--- src/rtl/uart_tx_responder_if.sv ---
// rtl/uart_tx_responder_if.sv - byte-send handshake between the result streamer and the UART transmitter
interface uart_tx_responder_if;
    logic [7:0] tx_data;
    logic       tx_en;
    logic       tx_rdy;

    modport master (output tx_data, output tx_en, input tx_rdy);
    modport slave  (input tx_data, input tx_en, output tx_rdy);
endinterface

--- src/rtl/uart_tx_responder.sv ---
// rtl/uart_tx_responder.sv - FIFO-buffered 8N1 UART transmitter, LSB first
// Optional: define UART_TX_PARITY_EN to insert an even-parity bit between the data bits and the stop bit.
module uart_tx_responder #(
    parameter int CLKS_PER_BIT = 434,
    parameter int FIFO_DEPTH   = 4
) (
    input  logic                        clk,
    input  logic                        reset,
    uart_tx_responder_if.slave          bus,
    output logic                        txd,
    output logic                        tx_busy,
    output logic [7:0]                  tx_last,
    output logic [$clog2(FIFO_DEPTH):0] fifo_level
);
    localparam int          AW        = $clog2(FIFO_DEPTH);
    localparam int          LW        = AW + 1;
    localparam logic [15:0] BAUD_LAST = 16'(CLKS_PER_BIT - 1);

`ifdef UART_TX_PARITY_EN
    typedef enum logic [2:0] {IDLE, START, DATA, PARITY, STOP} state_t;
`else
    typedef enum logic [1:0] {IDLE, START, DATA, STOP} state_t;
`endif

    state_t          state;
    state_t          state_next;
    logic [7:0]      mem [FIFO_DEPTH];
    logic [AW-1:0]   wr_ptr;
    logic [AW-1:0]   rd_ptr;
    logic [15:0]     baud_cnt;
    logic [2:0]      bit_idx;
    logic [7:0]      shift;
    logic            push;
    logic            pop;
    logic            baud_wrap;
    logic            txd_next;
    logic [LW-1:0]   level_next;
`ifdef UART_TX_PARITY_EN
    logic            parity;
`endif

    assign push      = bus.tx_en && bus.tx_rdy;
    assign baud_wrap = (baud_cnt == BAUD_LAST);
    assign tx_busy   = (state != IDLE) || (fifo_level != '0);

    // tx_rdy is registered from the post-edge level, so a push at full is refused even with a pop
    always_comb begin
        level_next = fifo_level;
        if (push && !pop) begin
            level_next = fifo_level + LW'(1);
        end else if (!push && pop) begin
            level_next = fifo_level - LW'(1);
        end
    end

    always_comb begin
        state_next = state;
        pop        = 1'b0;
        txd_next   = 1'b1;
        case (state)
            IDLE: begin
                if (fifo_level != '0) begin
                    pop        = 1'b1;
                    state_next = START;
                end
            end
            START: begin
                txd_next = 1'b0;
                if (baud_wrap) state_next = DATA;
            end
            DATA: begin
                txd_next = shift[0];
                if (baud_wrap && bit_idx == 3'd7) begin
`ifdef UART_TX_PARITY_EN
                    state_next = PARITY;
`else
                    state_next = STOP;
`endif
                end
            end
`ifdef UART_TX_PARITY_EN
            PARITY: begin
                txd_next = parity;
                if (baud_wrap) state_next = STOP;
            end
`endif
            STOP: begin
                if (baud_wrap) state_next = IDLE;
            end
            default: state_next = IDLE;
        endcase
    end

    // txd is registered from the current state, so the line lags the FSM by one cycle
    always_ff @(posedge clk) begin
        if (reset) begin
            state      <= IDLE;
            txd        <= 1'b1;
            wr_ptr     <= '0;
            rd_ptr     <= '0;
            fifo_level <= '0;
            bus.tx_rdy <= 1'b0;
            baud_cnt   <= '0;
            bit_idx    <= '0;
            shift      <= '0;
            tx_last    <= '0;
`ifdef UART_TX_PARITY_EN
            parity     <= 1'b0;
`endif
        end else begin
            state      <= state_next;
            txd        <= txd_next;
            fifo_level <= level_next;
            bus.tx_rdy <= (level_next < LW'(FIFO_DEPTH));
            if (push) wr_ptr <= wr_ptr + AW'(1);
            if (pop) begin
                rd_ptr  <= rd_ptr + AW'(1);
                shift   <= mem[rd_ptr];
                tx_last <= mem[rd_ptr];
`ifdef UART_TX_PARITY_EN
                parity  <= ^mem[rd_ptr];
`endif
            end
            if (state == IDLE || baud_wrap) begin
                baud_cnt <= '0;
            end else begin
                baud_cnt <= baud_cnt + 16'd1;
            end
            if (state == START) begin
                bit_idx <= '0;
            end else if (state == DATA && baud_wrap) begin
                shift   <= shift >> 1;
                bit_idx <= bit_idx + 3'd1;
            end
        end
    end

    always_ff @(posedge clk) begin
        if (push) mem[wr_ptr] <= bus.tx_data;
    end
endmodule

--- src/flat_wrapper.sv ---
// flat-port wrapper written by rule: the top's interface ports become plain ports
module uart_tx_responder_flat 
#(
    parameter int CLKS_PER_BIT = 434,
    parameter int FIFO_DEPTH   = 4
)
  (clk, reset, txd, tx_busy, tx_last, fifo_level, bus_tx_data, bus_tx_en, bus_tx_rdy);
  uart_tx_responder_if bus_i ();
  input  logic clk;
  input  logic reset;
  output logic txd;
  output logic tx_busy;
  output logic [7:0] tx_last;
  output logic [$clog2(FIFO_DEPTH):0] fifo_level;
  input wire logic [$bits(bus_i.tx_data)-1:0] bus_tx_data;
  input wire logic [$bits(bus_i.tx_en)-1:0] bus_tx_en;
  output wire logic [$bits(bus_i.tx_rdy)-1:0] bus_tx_rdy;
  assign bus_i.tx_data = bus_tx_data;
  assign bus_i.tx_en = bus_tx_en;
  assign bus_tx_rdy = bus_i.tx_rdy;
  uart_tx_responder #(.CLKS_PER_BIT(CLKS_PER_BIT), .FIFO_DEPTH(FIFO_DEPTH)) u_core (.clk(clk), .reset(reset), .bus(bus_i), .txd(txd), .tx_busy(tx_busy), .tx_last(tx_last), .fifo_level(fifo_level));
endmodule
--- config.mk ---
export PLATFORM = sky130hd
export DESIGN_NAME = uart_tx_responder_flat
export DESIGN_NICKNAME = d
export VERILOG_FILES = /design/src/rtl/uart_tx_responder_if.sv /design/src/rtl/uart_tx_responder.sv /design/src/flat_wrapper.sv
export SDC_FILE = /design/constraint.sdc
export NUM_CORES = 1
export LEC_CHECK = 0
export ABC_CLOCK_PERIOD_IN_PS = 4530
export CAP_MARGIN = 10
export CORE_ASPECT_RATIO = 1.4
export CORE_UTILIZATION = 55
export CTS_BUF_LIST = sky130_fd_sc_hd__clkbuf_16
export CTS_CLUSTER_SIZE = 20
export DETAILED_ROUTE_END_ITERATION = 8
export GPL_ROUTABILITY_DRIVEN = 0
export PLACE_DENSITY = 0.77
export REMOVE_ABC_BUFFERS = 1
export SYNTH_ARGS = -nofsm -noshare
export SYNTH_HDL_FRONTEND = slang
export SYNTH_SLANG_ARGS = --single-unit
--- constraint.sdc ---
create_clock -name clk -period 4.53 [get_ports clk]
set_input_delay 0.906 -clock clk [delete_from_list [all_inputs] [get_ports clk]]
set_output_delay 0.906 -clock clk [all_outputs]
set_load 0.01 [all_outputs]
==> results <==
- The cts-stage hold buffer count is 0.
- The switching power of the nets is 761 µW.
- In the synthesized netlist the dominant register cell turns out to be sky130_fd_sc_hd__dfxtp_1.
- The number of rows in the core area is 34.
- The initial antenna violation count is 0.
- For this configuration, the core starts out at a cell density of 57.0%.
- Dividing the detail-routed wire length by the instance count gives 16.8 µm.
- The library cell used most frequently in the layout, excluding fill and tap cells, is sky130_fd_sc_hd__dfxtp_1.
- Data arrives at the worst endpoint at 1.89 ns.
- The placeable core region is 6210 µm².
- The kind of critical path is reg -> out.
- The average via count per standard cell is 5.96.
- The category of the worst setup path capture point is an output port.
- At the placement stage, the worst setup path has a slack of 1.94 ns.
- The unique cell type count in the Yosys netlist is 39.
- The count of buffers added on input and output ports is 24.
- Counting flops and latches in the post-synthesis netlist gives 80.
- In the routed design, unresolved DRC markers number 0.
- In this run, the combinational gates consume 31.3% of the power.
- The first global-routing pass estimated 11300 µm of wire.
- The proportion of synthesized chip area in sequential cells is 54.3%.
- Compared with the post-synthesis result, the final layout area differs by 14.4%.
- The count of endpoints failing setup in the final report is 0.
- During synthesis, Yosys emitted a total of 0 warnings.
- Per report_power, the clock group accounts for 27.8% of the total.
- Setup repair after global routing left no endpoint under its margin.
- After the last flow step, the layout net total stands at 352.
- The switching share of power is 32.6%.
- The level count of the clock H-tree is 3.
- The number of buffers inserted during clock tree synthesis is 9.
- The post-cts gate resize count is 0.
- In the synthesized netlist the async set-or-reset flop fraction comes to 0%.
- The worst hold-check slack is 0.515 ns.
- The worst setup slack after layout is 1.74 ns.
- The worst clock skew is 0.00667 ns.
- The number of DRC violations after detailed-routing iteration 0 is 227.
- The cell area that synthesis handed to floorplanning was 3540 µm².
- The longest clock path from root to sink contains 2 buffers.
- The largest net degree at the start of global routing is 34.
- For the worst-skew pair, the clock arrives at the later sink with an insertion delay of 0.33 ns.
- The startpoint type of the worst setup path is a flop.
- The max-cap check violation count is 0.
- In the layout the commonest cells are sky130_fd_sc_hd__dfxtp_1, sky130_fd_sc_hd__nor2_1, sky130_fd_sc_hd__edfxtp_1, sky130_fd_sc_hd__clkdlybuf4s50_1, sky130_fd_sc_hd__ha_1.
- The clock-pin slew on the worst setup and hold paths is 0.06 ns.
- In this run the worst hold path is classified as reg -> reg.
- After layout, the worst path uses 61.7% of the clock period.
- For the finished layout, the period the worst path requires is 2.79 ns.
- Power spread over the standard cell area amounts to 577 nW/µm².
- The total via count in the routed design is 2383.
- The internal power of the cells totals 1570 µW.
- The global routing usage summed across all routing layers is 21.1%.
- The die covers 6760 µm².
- The number of detailed-route iterations in the first pass is 8.
- Yosys mapped a number of flops with a built-in enable equal to 32.
- The required time of the critical path is 3.62 ns.
- The mean post-synth cell area is 11.8 µm².
- The number of routed nets with antenna violations is 0.
- Global routing finished with a remaining overflow of 0.
- At the pin with the least slew margin, the transition time is 0.754 ns.
- The fraction of layout instances using a drive strength above 1 is 11.6%.
- The via count of the first global-routing pass came to 2368.
- The count of pins over their slew limit is 0.
- The die is 69.8 µm wide.
- 25 I/O pins were placed.
- In this run, flip-flops and latches consume 40.9% of the power.
- Along the worst path, the maximum fanout reaches 6.
- The CTS tree is yes.
- The number of cells after detailed placement is 384.
- In this run the clock root is driven by a sky130_fd_sc_hd__clkbuf_16.
- Detailed placement finished with a half-perimeter wire length of 4400 µm.
- The die extent in y is 96.9 µm.
- The maximum vdd drop is 0.000329 V.
- For the final routed database, the setup TNS stands at 0 ns.
- The tightest slew margin relative to the limit is 49.6%.
- The gate count of the mapped netlist is 300.
- The number of sinks on the clock net is 80.
- The run finished with clean final reports.
- Cells fill 65.1% of the core in the end.
- The total count of hold-check failures in the final report is 0.
- The final non-filler cell total is 400.
- The maximum frequency from static timing analysis is 0.358 GHz.
- For this design the static power due to leakage is 0.00145 µW.
- The routed design has 6710 µm of wire.
- The repair_antennas step left the layout with diodes totalling 0.
- The number of setup buffers added after CTS is 0.
==> worst max-delay path, cell delays in order (launching register included) <==
cell	delay, ns
sky130_fd_sc_hd__dfxtp_1	0.39
sky130_fd_sc_hd__inv_1	0.10
sky130_fd_sc_hd__ha_1	0.27
sky130_fd_sc_hd__nand3b_1	0.22
sky130_fd_sc_hd__clkdlybuf4s50_1	0.58
==> kinds of logic (layout without fill, tap and decap cells) <==
family                     Yosys count  in the layout  share of synthesized area, %
AOI/OAI and AO/OA                   37             37                          8.49
buffers and inverters               26             54                          4.28
adders and majority gates           18             18                          6.37
and+or+nand+nor                    102            102                          16.2
muxes                               18             18                          5.66
DFF                                 80             80                          54.3
xor gates and xnor gates            19             19                          4.70
==> per-stage QoR <==
stage	power [µW]	instance area, µm²
detailed placement	1690	3770
finish	2330	4050
global placement	1660	3770
floorplan	1430	3440
CTS	2340	4050
global route	2460	4050
==> path summary, 6_finish.rpt <==
path / startpoint / endpoint / slack, ns / cells after the start
worst min register to register: u_core.fifo_level[0] / u_core.fifo_level[0] / 0.52 / 2
worst max-delay path: u_core.state[1] / tx_busy / 1.74 / 4
worst max register to register: u_core.fifo_level[0] / u_core.fifo_level[2] / 2.33 / 10
worst min-delay path: u_core.fifo_level[0] / u_core.fifo_level[0] / 0.52 / 2
==> synthesized netlist by cell type (5+ instances only) <==
library cell               count  area (µm²)
sky130_fd_sc_hd__dfxtp_1      48         961
sky130_fd_sc_hd__nor2_1       34         128
sky130_fd_sc_hd__edfxtp_1     32         961
sky130_fd_sc_hd__ha_1         18         225
sky130_fd_sc_hd__a222oi_1     16         160
sky130_fd_sc_hd__mux2_2       16         180
sky130_fd_sc_hd__nor3_1       16        80.1
sky130_fd_sc_hd__inv_1        13        48.8
sky130_fd_sc_hd__xnor2_1      12         105
sky130_fd_sc_hd__a211oi_1     10        75.1
sky130_fd_sc_hd__nand2_1      10        37.5
sky130_fd_sc_hd__nand3_1       8        40.0
sky130_fd_sc_hd__and3_1        7        43.8
sky130_fd_sc_hd__xor2_1        7        61.3
sky130_fd_sc_hd__nand4_1       6        37.5
sky130_fd_sc_hd__o21ai_0       5        25.0
==> routing by layer <==
metal	track usage (%)	routed length [µm]	up-vias
met4	10.9	139	0
met5	0	0	-
met2	36.9	3540	59
met3	3.13	235	12
li1	-	-	1158
met1	24.6	2790	1154
==> state kept, by name, indices dropped and copies added, names as in the netlist, 2 cells and up, named ones only <==
signal	flops
u_core.shift	8
u_core.baud_cnt	16
u_core.mem	32
u_core.wr_ptr	2
u_core.fifo_level	3
u_core.bit_idx	3
u_core.tx_last	8
u_core.state	2
u_core.rd_ptr	2
==> power by group through the flow <==
stage | logic (µW) | registers, µW | clock network (µW)
floorplan | 465 | 968 | 0
global placement | 699 | 966 | 0
detailed placement | 717 | 970 | 0
CTS | 732 | 956 | 657
global route | 804 | 970 | 690
finish | 730 | 956 | 649
==> layout make-up <==
cell class | instances | area (µm²)
Fill cell | 490 | 2160
Sequential cell | 80 | 1920
Multi-Input combinational cell | 194 | 1470
Timing Repair Buffer | 25 | 248
Clock buffer | 9 | 225
Clock inverter | 7 | 47.5
Tap cell | 72 | 90.1
Inverter | 13 | 48.8
(Power assumes the default switching activity.)
